## config.mk

```make
export PLATFORM = sky130hd
export DESIGN_NAME = reg_bank
export DESIGN_NICKNAME = d
export VERILOG_FILES = /design/src/rtl/reg_bank_pkg.sv /design/src/rtl/reg_bank_scrub.sv /design/src/rtl/reg_bank.sv
export SDC_FILE = /design/constraint.sdc
export NUM_CORES = 1
export LEC_CHECK = 0
export CAP_MARGIN = 15
export CORE_MARGIN = 2
export CORE_UTILIZATION = 49
export DETAILED_ROUTE_END_ITERATION = 7
export PLACE_DENSITY = 0.69
export SETUP_SLACK_MARGIN = 0.05
export SYNTH_ARGS = -nofsm -noshare
export SYNTH_HDL_FRONTEND = slang
export SYNTH_HIERARCHICAL = 1
export SYNTH_SLANG_ARGS = --single-unit
```

## constraint.sdc

```tcl
create_clock -name clk -period 7.2 [get_ports clk]
set_clock_uncertainty 0.1 [all_clocks]
set_input_delay 1.44 -clock clk [delete_from_list [all_inputs] [get_ports clk]]
set_output_delay 1.44 -clock clk [all_outputs]
set_load 0.02 [all_outputs]
```

## src/rtl/reg_bank_pkg.sv

```systemverilog
// reg_bank_pkg: shared defaults and state encoding for the register bank.
//   DATA_W_DEF : default entry width in bits
//   ADDR_W_DEF : default address width (DEPTH = 2**ADDR_W)
//   state_e    : scrub FSM states (IDLE, CLEAR)
package reg_bank_pkg;

  localparam int DATA_W_DEF = 16;
  localparam int ADDR_W_DEF = 3;

  typedef enum logic {
    IDLE  = 1'b0,
    CLEAR = 1'b1
  } state_e;

endpackage

```

## src/rtl/reg_bank_scrub.sv

```systemverilog
// reg_bank_scrub: clear sequencer for the register bank. Walks every entry
// once, writing zero, after reset release or on a clear request.
//   clk, rst_n : clock and asynchronous active-low reset
//   clr_req    : request a full clear (sampled in IDLE only)
//   clr_we     : zero-write strobe for the current counter address
//   clr_addr   : address being cleared this cycle
//   busy       : high while the clear sequence is running
module reg_bank_scrub
  import reg_bank_pkg::*;
#(
  parameter int ADDR_W = ADDR_W_DEF
) (
  input  logic              clk,
  input  logic              rst_n,
  input  logic              clr_req,
  output logic              clr_we,
  output logic [ADDR_W-1:0] clr_addr,
  output logic              busy
);

  localparam int DEPTH = 1 << ADDR_W;
  localparam logic [ADDR_W-1:0] LAST_ADDR = ADDR_W'(DEPTH - 1);

  state_e            state_q, state_d;
  logic [ADDR_W-1:0] cnt_q, cnt_d;

  // Reset lands in CLEAR so the array is scrubbed before first use.
  always_ff @(posedge clk or negedge rst_n) begin
    if (!rst_n) begin
      state_q <= CLEAR;
      cnt_q   <= '0;
    end else begin
      state_q <= state_d;
      cnt_q   <= cnt_d;
    end
  end

  always_comb begin
    state_d = state_q;
    cnt_d   = cnt_q;
    clr_we  = 1'b0;
    unique case (state_q)
      IDLE: begin
        if (clr_req) begin
          state_d = CLEAR;
          cnt_d   = '0;
        end
      end
      CLEAR: begin
        clr_we = 1'b1;
        // Terminal count is detected explicitly rather than by wrap-around.
        if (cnt_q == LAST_ADDR) begin
          state_d = IDLE;
          cnt_d   = '0;
        end else begin
          cnt_d = cnt_q + ADDR_W'(1);
        end
      end
      default: begin
        state_d = CLEAR;
        cnt_d   = '0;
      end
    endcase
  end

  assign clr_addr = cnt_q;
  assign busy     = (state_q == CLEAR);

endmodule

```

## src/rtl/reg_bank.sv

```systemverilog
// reg_bank: 1-write / 2-read register bank with registered read data,
// write-first bypass, optional hardwired-zero entry 0 and a clear sequencer.
//   clk, rst_n            : clock and asynchronous active-low reset
//   chip_enable           : gates all read and write requests
//   wr_en/wr_addr/wr_data : write port
//   rd_en                 : read request for both read ports
//   rd_addr1/rd_addr2     : read addresses
//   rd_data1/rd_data2     : registered read data (held when idle)
//   rd_valid              : one-cycle pulse marking new read data
//   clr_req               : request to zero all entries
//   busy                  : high while a clear is in progress
module reg_bank
  import reg_bank_pkg::*;
#(
  parameter int DATA_W   = DATA_W_DEF,
  parameter int ADDR_W   = ADDR_W_DEF,
  parameter int ZERO_REG = 0
) (
  input  logic              clk,
  input  logic              rst_n,
  input  logic              chip_enable,
  input  logic              wr_en,
  input  logic [ADDR_W-1:0] wr_addr,
  input  logic [DATA_W-1:0] wr_data,
  input  logic              rd_en,
  input  logic [ADDR_W-1:0] rd_addr1,
  input  logic [ADDR_W-1:0] rd_addr2,
  output logic [DATA_W-1:0] rd_data1,
  output logic [DATA_W-1:0] rd_data2,
  output logic              rd_valid,
  input  logic              clr_req,
  output logic              busy
);

  localparam int DEPTH = 1 << ADDR_W;

  logic [DATA_W-1:0] mem [DEPTH];

  logic              clr_we;
  logic [ADDR_W-1:0] clr_addr;
  logic              wr_acc, rd_acc;
  logic              zero1, zero2;
  logic [DATA_W-1:0] rd_data1_d, rd_data2_d;
  logic [DATA_W-1:0] rd_data1_q, rd_data2_q;
  logic              rd_valid_q;

  reg_bank_scrub #(.ADDR_W(ADDR_W)) u_scrub (
    .clk      (clk),
    .rst_n    (rst_n),
    .clr_req  (clr_req),
    .clr_we   (clr_we),
    .clr_addr (clr_addr),
    .busy     (busy)
  );

  // Writes to a hardwired-zero entry 0 are dropped here, so the bypass
  // path below never forwards them either.
  assign wr_acc = chip_enable && wr_en && !busy &&
                  !((ZERO_REG != 0) && (wr_addr == '0));
  assign rd_acc = chip_enable && rd_en && !busy;

  // Array has no reset; it is initialised only by the clear sequence.
  always_ff @(posedge clk) begin
    if (clr_we) begin
      mem[clr_addr] <= '0;
    end else if (wr_acc) begin
      mem[wr_addr] <= wr_data;
    end
  end

  assign zero1 = (ZERO_REG != 0) && (rd_addr1 == '0);
  assign zero2 = (ZERO_REG != 0) && (rd_addr2 == '0);

  // Write-first: a same-cycle write to the read address is forwarded.
  always_comb begin
    rd_data1_d = rd_data1_q;
    rd_data2_d = rd_data2_q;
    if (rd_acc) begin
      if (zero1)                            rd_data1_d = '0;
      else if (wr_acc && wr_addr == rd_addr1) rd_data1_d = wr_data;
      else                                  rd_data1_d = mem[rd_addr1];
      if (zero2)                            rd_data2_d = '0;
      else if (wr_acc && wr_addr == rd_addr2) rd_data2_d = wr_data;
      else                                  rd_data2_d = mem[rd_addr2];
    end
  end

  // Read output register stage
  always_ff @(posedge clk or negedge rst_n) begin
    if (!rst_n) begin
      rd_data1_q <= '0;
      rd_data2_q <= '0;
      rd_valid_q <= 1'b0;
    end else begin
      rd_data1_q <= rd_data1_d;
      rd_data2_q <= rd_data2_d;
      rd_valid_q <= rd_acc;
    end
  end

  assign rd_data1 = rd_data1_q;
  assign rd_data2 = rd_data2_q;
  assign rd_valid = rd_valid_q;

endmodule

```

==> impl_results.md <==
* Run status: finished clean
* Final Util at 59.6%
* Mean Syn Cell Area at 17.3 µm²
* Ys async rst share at 22.4%
* Post-CTS Setup Bufs at 0
* Tcrit/Tclk final at 59.1%
* Worst-margin pin slew at 1220 ps
* Via count at 4,583
* Post-DRT Antenna Nets at 0
* HP Class: flop to flop
* I/O Buffers at 64
* RSZ-0062 raised after global routing: no
* Core box area at 15,300 µm²
* Highest Signal Layer: met4
* Hold path depth at 2
* Initial Util at 50.4%
* DRT Pass-1 Iters at 4
* Overflow after GRT at 0
* Worst path depth at 6
* Top delay family on crit path: buffers and inverters
* Setup TNS at 0 ps
* DR WL/cell at 25.5 µm
* Crit-path max cell delay at 1270 ps
* Crit path DAT at 4530 ps
* CP Capture Type: flop
* TritonCTS Buffers at 17
* Metal3 WL at 1.66 mm
* Die Area at 16,700 µm²
* Final HPWL from detailed placement at 11.3 mm
* Distinct cells, synth at 43
* Cell count after synthesis at 443
* Crit Path Max Fanout at 20
* CTS Sinks at 165
* Global-route wire length before repair at 28.2 mm
* Post-synth top area share at 50.0%
* Setup violators final at 0
* Ant diodes at 0
* Syn-to-layout area delta at 18.4%
* Total length of routed wires at 18.7 mm
* Flop-to-flop setup slack at 3870 ps
* Share of cells above drive strength 1 at 23.3%
* Post-synth EDFFs at 128
* Post-Route M1 WL at 7.24 mm
* CP Class: input port to flop
* Later-pin clock latency in the skew report at 440 ps
* RD Place Congestion at 0.784
* Startpoint types: input port
* Leak at 3.27 nW
* Reg2reg path depth at 4
* Wire length on met2 at 9.26 mm
* Min Tclk post-route at 4260 ps
* DRC Markers at 0
* Top Ports at 65
* Largest area contributor in the netlist: edfxtp_1
* Synth top area cells: edfxtp_1, mux4_2, dfrtp_1
* Post-synthesis register bit count at 165
* Initial antenna violation count at 0
* Fmax at 235 MHz
* Longest Clk Path Bufs at 2
* Synth Cell Area at 7680 µm²
* Net count reported at finish at 541
* Ys Warns at 6
* DR vias/cell at 6.27
* Critical path required time at 7470 ps
* Crit-path cells: clkdlybuf4s50_1, buf_4, xnor2_1, nand4_1, nor2_1, a221o_1
* Syn Nets at 477
* Cts hold-fix bufs at 0
* Clock-pin slew on the worst setup and hold paths at 60 ps
* Die H at 129 µm
* VDD IR max at 0.000202 V
* Vias in the first global route at 4,899
* Count of pins over their slew limit at 0
* Cell Pwr Density at 377 nW/µm²
* Main synth FF type: edfxtp_1
* Final Hold Vio Count at 0
* Largest net degree at the start of global routing at 38
* Sequential-to-total area share from yosys stat at 62.1%
* Number of cell rows at 45
* Buf/Inv on CP at 2
* Root buf cell: clkbuf_16
* Max-slew headroom at 18.7%
* CTS tree: done
* Global Route Usage Sum at 23.8%
* Slowest CP cell: clkdlybuf4s50_1
* Hold_ws at 417 ps
* DRT iter0 DRCs at 460
* Maxcap violations at 0
* Post-CTS sizing at 0
* Die X at 129 µm
* # H-tree levels at 4
[worst min-delay path, cell delays in order, from the launching register on]
cell and delay (ps):
dfrtp_1 350, nand2_1 50, o211ai_1 80
[cells in the final DEF, fill, tap and decap left out, types with 4 or more instances in the layout]
master / instances
a221o_1: 9
a221oi_1: 10
inv_1: 14
clkbuf_16: 17
mux4_2: 57
clkbuf_1: 4
mux2i_1: 26
and2_1: 13
a31oi_1: 4
mux4_1: 7
mux2_2: 6
edfxtp_1: 128
clkdlybuf4s50_1: 61
nand3_1: 13
dfrtp_1: 36
nand2_1: 8
nor3_1: 15
nor2_1: 21
o211ai_1: 4
o221a_2: 9
buf_4: 15
[state kept, by name (all words and copies together) (netlist names)]
signal,flops
mem,128
rd_data1,16
rd_data2,16
rd_valid,1
u_scrub/busy,1
u_scrub/clr_addr,3
[final cells by class]
class / count / area (µm²)
Fill cell: 1117 / 6160
Inverter: 15 / 56.3
Timing Repair Buffer: 79 / 738
Sequential cell: 165 / 4770
Clock inverter: 10 / 133
Clock buffer: 22 / 454
Multi-Input combinational cell: 229 / 2680
Tap cell: 211 / 264
[path summary, 6_finish.rpt]
path	startpoint	endpoint
setup / recovery	rd_addr2[2]	rd_data2[13]
hold / removal	rd_data2[7]	rd_data2[7]
setup reg to reg	u_scrub/busy	rd_data1[6]
hold reg to reg	rd_data2[7]	rd_data2[7]
max in group asynchronous	rst_n	rd_data1[4]
min in group asynchronous	rst_n	rd_data2[2]
[synth_stat cells, drive strengths merged, types with 2 or more instances]
| master | count |
|---|---|
| xor2 | 3 |
| mux4 | 64 |
| a21oi | 2 |
| inv | 15 |
| edfxtp | 128 |
| nand2 | 8 |
| mux2 | 6 |
| clkbuf | 16 |
| nor2 | 22 |
| nor3b | 2 |
| buf | 18 |
| xnor2 | 3 |
| nand2b | 2 |
| ha | 3 |
| a221oi | 10 |
| nand3 | 13 |
| o211ai | 4 |
| a31oi | 4 |
| a221o | 9 |
| nor3 | 15 |
| o221a | 9 |
| dfrtp | 36 |
| mux2i | 26 |
| and2 | 13 |
[layer usage]
| layer | track usage (%) | up-vias |
|---|---|---|
| met5 | 0 | - |
| met2 | 39.3 | 193 |
| met4 | 10.2 | 0 |
| li1 | - | 1944 |
| met1 | 31.2 | 2404 |
| met3 | 4.67 | 42 |
[metrics by stage]
stage / area (µm²) / setup slack [ps] / total power [mW] / std cells
final: 9100 / 2940 / 3.43 / 731
after floorplan: 7680 / 3910 / 2.07 / 443
after detailed placement: 8510 / 2510 / 2.54 / 699
after CTS: 9100 / 2960 / 3.44 / 731
after global routing: 9100 / 2740 / 3.56 / 731
after global placement: 8510 / 2660 / 2.50 / 699
[power by group]
| part | internal (mW) | total [mW] | switching [mW] | leakage [nW] |
|---|---|---|---|---|
| Clock | 0.551 | 0.911 | 0.360 | 0.282 |
| Sequential | 1.35 | 1.52 | 0.177 | 1.68 |
| Combinational | 0.477 | 0.995 | 0.517 | 1.30 |
| Total | 2.38 | 3.43 | 1.05 | 3.27 |
[cell families after synthesis]
logic type | count (synthesis) | share of synthesized area, %
adder cells (fa/ha/maj) | 3 | 0.489
AND/OR/NAND/NOR | 82 | 5.47
flip-flops | 165 | 62.1
AO/OA/AOI/OAI | 42 | 4.90
XOR/XNOR | 6 | 0.684
multiplexers | 96 | 23.4
buffers and inverters | 49 | 3.00
Power figures use the tool's default switching activity.
